**src/rtl/regfile_write_port_pkg.sv**
```systemverilog
// Shared constants and types for the register-file write port.
// Forward-select encodings and the register address width live here.
package regfile_write_port_pkg;

   localparam int unsigned REG_AW = 5;

   typedef logic [REG_AW-1:0] reg_addr_t;

   localparam logic [1:0] FWD_NONE = 2'b00;
   localparam logic [1:0] FWD_WB   = 2'b01;
   localparam reg_addr_t  REG_ZERO = '0;

endpackage

```
**src/rtl/regfile_write_port_wb_fifo.sv**
```systemverilog
// In-order write-back buffer: circular storage with head/tail/count and
// per-entry valid/rd/data exposed so the top can search pending writes.
module regfile_write_port_wb_fifo
   import regfile_write_port_pkg::*;
#(
   parameter int unsigned d_size    = 32,
   parameter int unsigned buf_depth = 2,
   localparam int unsigned PtrW     = $clog2(buf_depth)
) (
   input  logic              clk,
   input  logic              rst,
   input  logic              push,
   input  logic              pop,
   input  logic              flush,
   input  reg_addr_t         push_rd,
   input  logic [d_size-1:0] push_data,
   output logic              full,
   output logic              empty,
   output logic [PtrW-1:0]   head_ptr,
   output reg_addr_t         head_rd,
   output logic [d_size-1:0] head_data,
   output logic              ent_valid [buf_depth],
   output reg_addr_t         ent_rd    [buf_depth],
   output logic [d_size-1:0] ent_data  [buf_depth]
);

   logic [PtrW-1:0]   head_q, head_d, tail_q, tail_d;
   logic [PtrW:0]     count_q, count_d;
   logic              valid_q [buf_depth];
   logic              valid_d [buf_depth];
   reg_addr_t         rd_q    [buf_depth];
   reg_addr_t         rd_d    [buf_depth];
   logic [d_size-1:0] data_q  [buf_depth];
   logic [d_size-1:0] data_d  [buf_depth];

   always_comb begin
      head_d  = head_q;
      tail_d  = tail_q;
      count_d = count_q;
      valid_d = valid_q;
      rd_d    = rd_q;
      data_d  = data_q;
      if (flush) begin
         head_d  = '0;
         tail_d  = '0;
         count_d = '0;
         for (int unsigned i = 0; i < buf_depth; i++) valid_d[i] = 1'b0;
      end else begin
         if (pop) begin
            valid_d[head_q] = 1'b0;
            head_d          = head_q + PtrW'(1);
         end
         // Push after pop so a full-buffer push into the slot being freed wins.
         if (push) begin
            valid_d[tail_q] = 1'b1;
            rd_d[tail_q]    = push_rd;
            data_d[tail_q]  = push_data;
            tail_d          = tail_q + PtrW'(1);
         end
         count_d = count_q + {{PtrW{1'b0}}, push} - {{PtrW{1'b0}}, pop};
      end
   end

   always_ff @(posedge clk or posedge rst) begin
      if (rst) begin
         head_q  <= '0;
         tail_q  <= '0;
         count_q <= '0;
         for (int unsigned i = 0; i < buf_depth; i++) begin
            valid_q[i] <= 1'b0;
            rd_q[i]    <= '0;
            data_q[i]  <= '0;
         end
      end else begin
         head_q  <= head_d;
         tail_q  <= tail_d;
         count_q <= count_d;
         valid_q <= valid_d;
         rd_q    <= rd_d;
         data_q  <= data_d;
      end
   end

   assign full      = (count_q == (PtrW+1)'(buf_depth));
   assign empty     = (count_q == '0);
   assign head_ptr  = head_q;
   assign head_rd   = rd_q[head_q];
   assign head_data = data_q[head_q];
   assign ent_valid = valid_q;
   assign ent_rd    = rd_q;
   assign ent_data  = data_q;

endmodule

```
**src/rtl/regfile_write_port.sv**
```systemverilog
// Register-file write side: buffers write-backs, commits one per cycle into
// the array, and forwards the youngest pending write to the EX read ports.
module regfile_write_port
   import regfile_write_port_pkg::*;
#(
   parameter int unsigned d_size    = 32,
   parameter int unsigned depth     = 32,
   parameter int unsigned buf_depth = 2
) (
   input  logic              clk,
   input  logic              rst,
   input  logic              wb_valid,
   input  logic [4:0]        wb_rd,
   input  logic [d_size-1:0] wb_data,
   output logic              wb_ready,
   input  logic              wr_hold,
   input  logic              flush,
   input  logic [4:0]        rf_rs,
   input  logic [4:0]        rf_rt,
   output logic [1:0]        ForwardA,
   output logic [1:0]        ForwardB,
   output logic [d_size-1:0] fwd_data_a,
   output logic [d_size-1:0] fwd_data_b,
   output logic [d_size-1:0] rf_rdata1,
   output logic [d_size-1:0] rf_rdata2,
   output logic              commit_valid,
   output logic [4:0]        commit_rd,
   output logic [d_size-1:0] commit_data,
   output logic              busy
);

   localparam int unsigned PtrW = $clog2(buf_depth);
   localparam int unsigned RfAW = $clog2(depth);

   logic              push, pop, full, empty;
   logic [PtrW-1:0]   head_ptr;
   reg_addr_t         head_rd;
   logic [d_size-1:0] head_data;
   logic              ent_valid [buf_depth];
   reg_addr_t         ent_rd    [buf_depth];
   logic [d_size-1:0] ent_data  [buf_depth];

   logic [d_size-1:0] rf_q [depth];
   logic [d_size-1:0] rf_d [depth];
   logic              commit_valid_q, commit_valid_d;
   reg_addr_t         commit_rd_q, commit_rd_d;
   logic [d_size-1:0] commit_data_q, commit_data_d;

   // Flush blocks both the handshake and the commit of the head entry.
   assign pop      = !empty && !wr_hold && !flush;
   assign wb_ready = !flush && (!full || pop);
   assign push     = wb_valid && wb_ready && (wb_rd != REG_ZERO);

   regfile_write_port_wb_fifo #(
      .d_size    (d_size),
      .buf_depth (buf_depth)
   ) u_wb_fifo (
      .clk       (clk),
      .rst       (rst),
      .push      (push),
      .pop       (pop),
      .flush     (flush),
      .push_rd   (wb_rd),
      .push_data (wb_data),
      .full      (full),
      .empty     (empty),
      .head_ptr  (head_ptr),
      .head_rd   (head_rd),
      .head_data (head_data),
      .ent_valid (ent_valid),
      .ent_rd    (ent_rd),
      .ent_data  (ent_data)
   );

   always_comb begin
      rf_d           = rf_q;
      commit_valid_d = pop;
      commit_rd_d    = commit_rd_q;
      commit_data_d  = commit_data_q;
      if (pop) begin
         if (head_rd != REG_ZERO) rf_d[head_rd[RfAW-1:0]] = head_data;
         commit_rd_d   = head_rd;
         commit_data_d = head_data;
      end
   end

   always_ff @(posedge clk or posedge rst) begin
      if (rst) begin
         for (int unsigned i = 0; i < depth; i++) rf_q[i] <= '0;
         commit_valid_q <= 1'b0;
         commit_rd_q    <= '0;
         commit_data_q  <= '0;
      end else begin
         rf_q           <= rf_d;
         commit_valid_q <= commit_valid_d;
         commit_rd_q    <= commit_rd_d;
         commit_data_q  <= commit_data_d;
      end
   end

   // Walk oldest to youngest from head so the last match is the youngest.
   always_comb begin
      logic [PtrW-1:0] idx;
      idx        = '0;
      ForwardA   = FWD_NONE;
      ForwardB   = FWD_NONE;
      fwd_data_a = '0;
      fwd_data_b = '0;
      for (int unsigned i = 0; i < buf_depth; i++) begin
         idx = head_ptr + PtrW'(i);
         if (ent_valid[idx] && (ent_rd[idx] == rf_rs) && (rf_rs != REG_ZERO)) begin
            ForwardA   = FWD_WB;
            fwd_data_a = ent_data[idx];
         end
         if (ent_valid[idx] && (ent_rd[idx] == rf_rt) && (rf_rt != REG_ZERO)) begin
            ForwardB   = FWD_WB;
            fwd_data_b = ent_data[idx];
         end
      end
   end

   assign rf_rdata1    = (rf_rs == REG_ZERO) ? '0 : rf_q[rf_rs[RfAW-1:0]];
   assign rf_rdata2    = (rf_rt == REG_ZERO) ? '0 : rf_q[rf_rt[RfAW-1:0]];
   assign commit_valid = commit_valid_q;
   assign commit_rd    = commit_rd_q;
   assign commit_data  = commit_data_q;
   assign busy         = !empty;

endmodule

```
**config.mk**
```make
export PLATFORM = sky130hd
export DESIGN_NAME = regfile_write_port
export DESIGN_NICKNAME = d
export VERILOG_FILES = /design/src/rtl/regfile_write_port_pkg.sv /design/src/rtl/regfile_write_port_wb_fifo.sv /design/src/rtl/regfile_write_port.sv
export SDC_FILE = /design/constraint.sdc
export NUM_CORES = 2
export LEC_CHECK = 0
export ABC_AREA = 1
export ABC_CLOCK_PERIOD_IN_PS = 50900
export BUFFER_PORTS_ARGS = -buffer_cell sky130_fd_sc_hd__buf_4
export CAP_MARGIN = 0
export CORE_AREA = 2 2 261 455
export CTS_CLUSTER_SIZE = 14
export DETAILED_ROUTE_END_ITERATION = 16
export DIE_AREA = 0 0 263 457
export PLACE_DENSITY = 0.74
export REMOVE_ABC_BUFFERS = 1
export SETUP_SLACK_MARGIN = 0.1
export SKIP_LAST_GASP = 1
export SLEW_MARGIN = 30
export SYNTH_ARGS = -nofsm -noshare
export SYNTH_HDL_FRONTEND = slang
export SYNTH_SLANG_ARGS = --single-unit
```
**constraint.sdc**
```tcl
create_clock -name clk -period 50.9 [get_ports clk]
set_input_delay 12.725 -clock clk [delete_from_list [all_inputs] [get_ports clk]]
set_output_delay 12.725 -clock clk [all_outputs]
set_load 0.02 [all_outputs]
```
* After elaboration in Yosys (flattened, before gate mapping) *
Cells that the tools add are included.
W data, S select, Z words.

storage, ports and cells
  flip-flop bits (word level) = 1,142
  latch bits = 0
  bits in writable memories = 0
  bits in read-only memories = 0
  bits of input ports = 52
  output and inout port bits = 172
  memories kept = 0

cells by class
  $add $sub $neg = 4
  $mul = 0
  div/mod/pow operators = 0
  order comparisons = 9
  equality and inequality tests = 5
  shifts and indexed selects = 0
  muxes and demuxes = 56
  bitwise gates (word level) = 10
  reduce and logical (&&, ||, !) cells = 32

operators with widths
  operator              count
  $bwmux W1024          1
  $mux W32              18
  $bmux W32 S5          2
  $demux W32 S5         1
  $bwmux W64            1
  $mux W5               7
  $demux W32 S1         1
  $eq A5 B5 Y1          4
  $reduce_bool A5 Y1    4
  $ge A6 B6 Y1 const B  3
  $not A5 Y6            3
  $logic_and A1 B1 Y1   16
  $mux W1               14
  $mux W2               7
  $bwmux W10            1
  $logic_not A5 Y1      2
  $ge A2 B2 Y1 const B  3
  $lt A6 B1 Y1 const B  1
  $not A1 Y2            3
  $demux W5 S1          1
  $logic_not A1 Y1      4
  $lt A2 B1 Y1 const B  2
  $reduce_and A2 Y1     2
  $reduce_bool A2 Y1    2
  other kinds (11)      13

* Logic depth before layout (Yosys ltp) *
  depth in word-level cells = 12
  gate-level depth with buffers = 13
  depth with buffers taken out = 10

* Modules after synthesis *
A second synthesis with hierarchy kept.

unflattened totals
  cells, all modules = 9,380
  area, all modules = 63,794.9 um^2

modules (own cells, without submodules)
  module                      instances  cells an instance  area an instance (um^2)  seq. area each (um^2)
  regfile_write_port          1          8,948              60,137.7                 26,575.5
  regfile_write_port_wb_fifo  1          432                3,657.3                  2,001.9

* Worst setup path before layout *
Ideal clock, no wire load.

  kind = input-to-output
  from = input port rf_rt[0]
  to = output port rf_rdata2[23]
  data arrival time = 14.351 ns
  required time = 38.175 ns
  path slack = 23.824 ns
  stages on the path = 13
  cell sequence = buf_2 -> clkinv_1 -> clkbuf_1 -> clkbuf_1 -> buf_2 -> nand2_1 -> nand3_1 -> nand3_1 -> nand2_1 -> nand2_1 -> nand3_1 -> nand2_1 -> nor2_1

between the ends
  word-level cells in the longest chain between the ends = 5
  elaborated cells on any way between the ends = 6

ends and longest elaborated chain
  item                                         RTL line                   RTL
  start: declaration                           regfile_write_port.sv:19   input logic [4:0] rf_rt,
  $not A5 Y6 (not written as such)             regfile_write_port.sv:123  assign rf_rdata2 = (rf_rt == REG_ZERO) ? '0 : rf_q[rf_rt[RfAW-1:0]];
  $bmux W32 S5                                 regfile_write_port.sv:123
  $mux W32 (not written as such) (2 in a row)  regfile_write_port.sv:123
  $mux W32 *                                   regfile_write_port.sv:123
  end: declaration                             regfile_write_port.sv:25   output logic [d_size-1:0] rf_rdata2,

Mark *: on every way between the ends. The rest lies on a longest branch, timed or not. The select of a mux whose other input is x is not followed.

* Worst setup path in the final report *
  from = input port rf_rt[3]
  to = output port fwd_data_b[17]

between the ends
  word-level cells in the longest chain between the ends = 5
  elaborated cells on any way between the ends = 9

ends and longest elaborated chain
  item                              RTL line                   RTL
  $eq A5 B5 Y1                      regfile_write_port.sv:115  if (ent_valid[idx] && (ent_rd[idx] == rf_rt) && (rf_rt != REG_ZERO)) begin
  $logic_and A1 B1 Y1 (2 in a row)  regfile_write_port.sv:115
  $mux W32                          regfile_write_port.sv:115
  $mux W32 *                        regfile_write_port.sv:115
  end: declaration                  regfile_write_port.sv:23   output logic [d_size-1:0] fwd_data_b,

Mark *: on every way between the ends. The rest lies on a longest branch, timed or not.

==> flow_summary_export.csv <==
group,metric,value,unit
drt,drt-initial-drc-count,9414,
power_and_ir_drop,vdd_ir_drop_max,0.02757,mV
drt,drc_errors,0,
clock_network,cts-htree-levels,3,
die,die-height,457,um
final_layout,final_cell_mix,"nand2_1, o21ai_0, dfrtp_1, nand3_1, nor2_1",
clock_network,cts_resized,0,
place,place_area,65410,um2
critical_path,startpoint_type,"input pin",
global_route,grt_max_degree,198,
clock_network,clkSlewWorstSetupHoldPaths,0.06,ns
timing,final.setup.tns,0,ns
place,port_buffers,221,
timing,finalHoldViolCount,0,
final_layout,area_growth_syn_to_layout,9.121,%
logic_synthesis,synth-seq-cells,1142,
final_layout,fin_area,69410,um2
die,dieArea,120200,um2
die,fp-row-count,166,
clock_network,cts_tree,"built",
logic_synthesis,yosys_warnings,0,
timing,worstMarginPinSlew,1.250,ns
run,drv_cap,0,
power_and_ir_drop,cellPowerDensity,39.97,nW/um2
drt,wl,243200,um
die,start_util,54.49,%
hold_path,min_path_type,"reg -> reg",
drt,via_per_inst,6.237,
critical_path,end_kind,"output port",
place,place_congestion,0.8971,
logic_synthesis,post_synth.cell_area_avg,6.859,um2
critical_path,crit_type,"in -> out",
critical_path,worst_ep_arrival_time,17.07,ns
clock_network,numCtsBuffers,107,
clock_network,cts_hold_buf,0,
final_layout,layout.nets,8998,
critical_path,required,38.17,ns
drt,wl_per_cell,23.07,um
final_layout,drive_above_1_share,6.467,%
logic_synthesis,synth.distinct_cells,30,
drt,firstDrtPassIters,9,
clock_network,cts_setup_buffers,0,
timing,finalSetupViolCount,0,
global_route,antenna_found_initial,8,
logic_synthesis,netlist_area,63610,um2
drt,via_count,65760,
status,status,"finished, final reports clean",
logic_synthesis,syn_inst,9274,
die,io_pins,224,
global_route,grt_pass1_vias,62510,
clock_network,clk_latency,0.75,ns
place,hpwl,131900,um
timing,slew_headroom,16.65,%
timing,fin_crit_sh,58.54,%
logic_synthesis,ys_seq_area_share,44.93,%
global_route,overflow,0,
timing,finalClockSkew,0.01731,ns
die,core-area,116700,um2
global_route,grt_pass1_wl,367100,um
final_layout,num-fill-cells,10890,
die,fp.dieW,263,um
power_and_ir_drop,leakage,0.03274,uW
timing,max_freq,33.56,MHz
clock_network,cts_root_buf,"clkbuf_16",
global_route,grtUsageTotal,39.66,%
clock_network,cts_sinks,1142,
timing,maxSlewViolCount,0,
clock_network,clk_path_buf_depth,3,
timing,post-route-min-period,29.80,ns
final_layout,layout_commonest_cell,"nand2_1",
drt,drtAntennaViolNets,0,
critical_path,worst-path-max-fanout,33,
timing,rsz0062_at_grt,"false",
## layer usage
layer	part of all wire, %	wire length (um)	up-vias	track usage (%)
li1	-	-	29290	-
met1	35	85170	30840	48.09
met2	44	106700	4510	61.91
met3	13	31500	1117	9.793
met4	8.1	19760	8	28.18
met5	0.026	63	-	0
## critical path: stages
cell and delay [ns]:
buf_4 0.42, clkinv_2 0.87, nand4_1 0.78, buf_4 0.32, nand2_1 0.07, nor2_1 0.16, nand3_2 0.80, nand3_1 0.35
nand2_1 0.26, buf_4 0.24
## final timing paths
check	startpoint	end	slack (ns)	cells after the start
max	rf_rt[3]	fwd_data_b[17]	21.10	10
min	rf_q[1017]	rf_q[1017]	0.40	0
max reg2reg	u_wb_fifo.head_ptr	rf_q[566]	46.02	9
min reg2reg	rf_q[1017]	rf_q[1017]	0.40	0
max in group asynchronous	rst	rf_q[1021]	34.93	7
min in group asynchronous	rst	rf_q[71]	12.08	2
## Yosys cell counts
master,count,area share (%)
nand4_1,35,0.34
nor3_2,2,0.031
nand2_1,3418,20
nor3_1,1,0.0079
buf_2,107,0.84
and2_1,1,0.0098
o21ai_1,51,0.40
o21ai_0,1340,11
a21oi_1,180,1.4
buf_6,1,0.018
clkbuf_1,607,3.6
o21a_1,128,1.5
dfrtp_1,1142,45
and3_1,4,0.039
inv_1,341,2.0
buf_4,3,0.035
clkinv_1,18,0.11
nand3_1,1050,8.3
xnor2_1,1,0.014
o211ai_1,93,1.1
xor2_1,3,0.041
buf_1,65,0.38
ha_1,2,0.039
a31oi_1,1,0.0098
nor3_4,1,0.026
conb_1,1,0.0059
nor2_1,642,3.8
nand2_2,15,0.15
inv_2,5,0.030
nor2_2,16,0.16
## power breakdown
| part | switching (uW) | internal, uW |
|---|---|---|
| logic | 485 | 213 |
| clock network | 377 | 499 |
| registers | 123 | 1080 |
| total | 985 | 1790 |
## cell type report
class	count	area (um2)	area share (%)
Inverter	364	1413	2.035
Antenna cell	2	5.005	0.007211
Tap cell	1512	1892	2.726
Timing Repair Buffer	343	3037	4.375
Clock buffer	161	3288	4.737
Sequential cell	1142	28580	41.17
Multi-Input combinational cell	6986	30750	44.30
Clock inverter	34	450.4	0.6490
## state kept, by name, summed over array words and instances (netlist names)
signal,flops
u_wb_fifo.ent_valid,2
rf_q,1024
u_wb_fifo.count_q,2
u_wb_fifo.head_ptr,1
commit_data,32
commit_rd,5
u_wb_fifo.ent_rd,10
u_wb_fifo.tail_q,1
commit_valid,1
u_wb_fifo.ent_data,64
## stage by stage
step	hold WS (ns)	total power, uW	cells	setup WS [ns]	utilization (%)
2_1_floorplan	0.3744	1628	8492	6.013	-
6_report	0.3998	2775	10540	21.10	59.46
5_1_grt	0.4118	2899	10540	21.16	59.46
3_5_place_dp	0.3881	1887	10340	21.44	56.04
4_1_cts	0.4022	2753	10530	21.41	59.24
3_3_place_gp	0.3860	1860	10330	21.22	55.83
## cell families after synthesis
group / Yosys count / synth area share (%)
AOI/OAI and AO/OA: 1793 / 14.98
xor gates and xnor gates: 4 / 0.05509
adders and majority gates: 2 / 0.03934
buffers and inverters: 1147 / 7.009
DFF: 1142 / 44.93
other: 1 / 0.005896
and+or+nand+nor: 5185 / 32.98
Note: power is estimated with default switching activity, not from simulation.
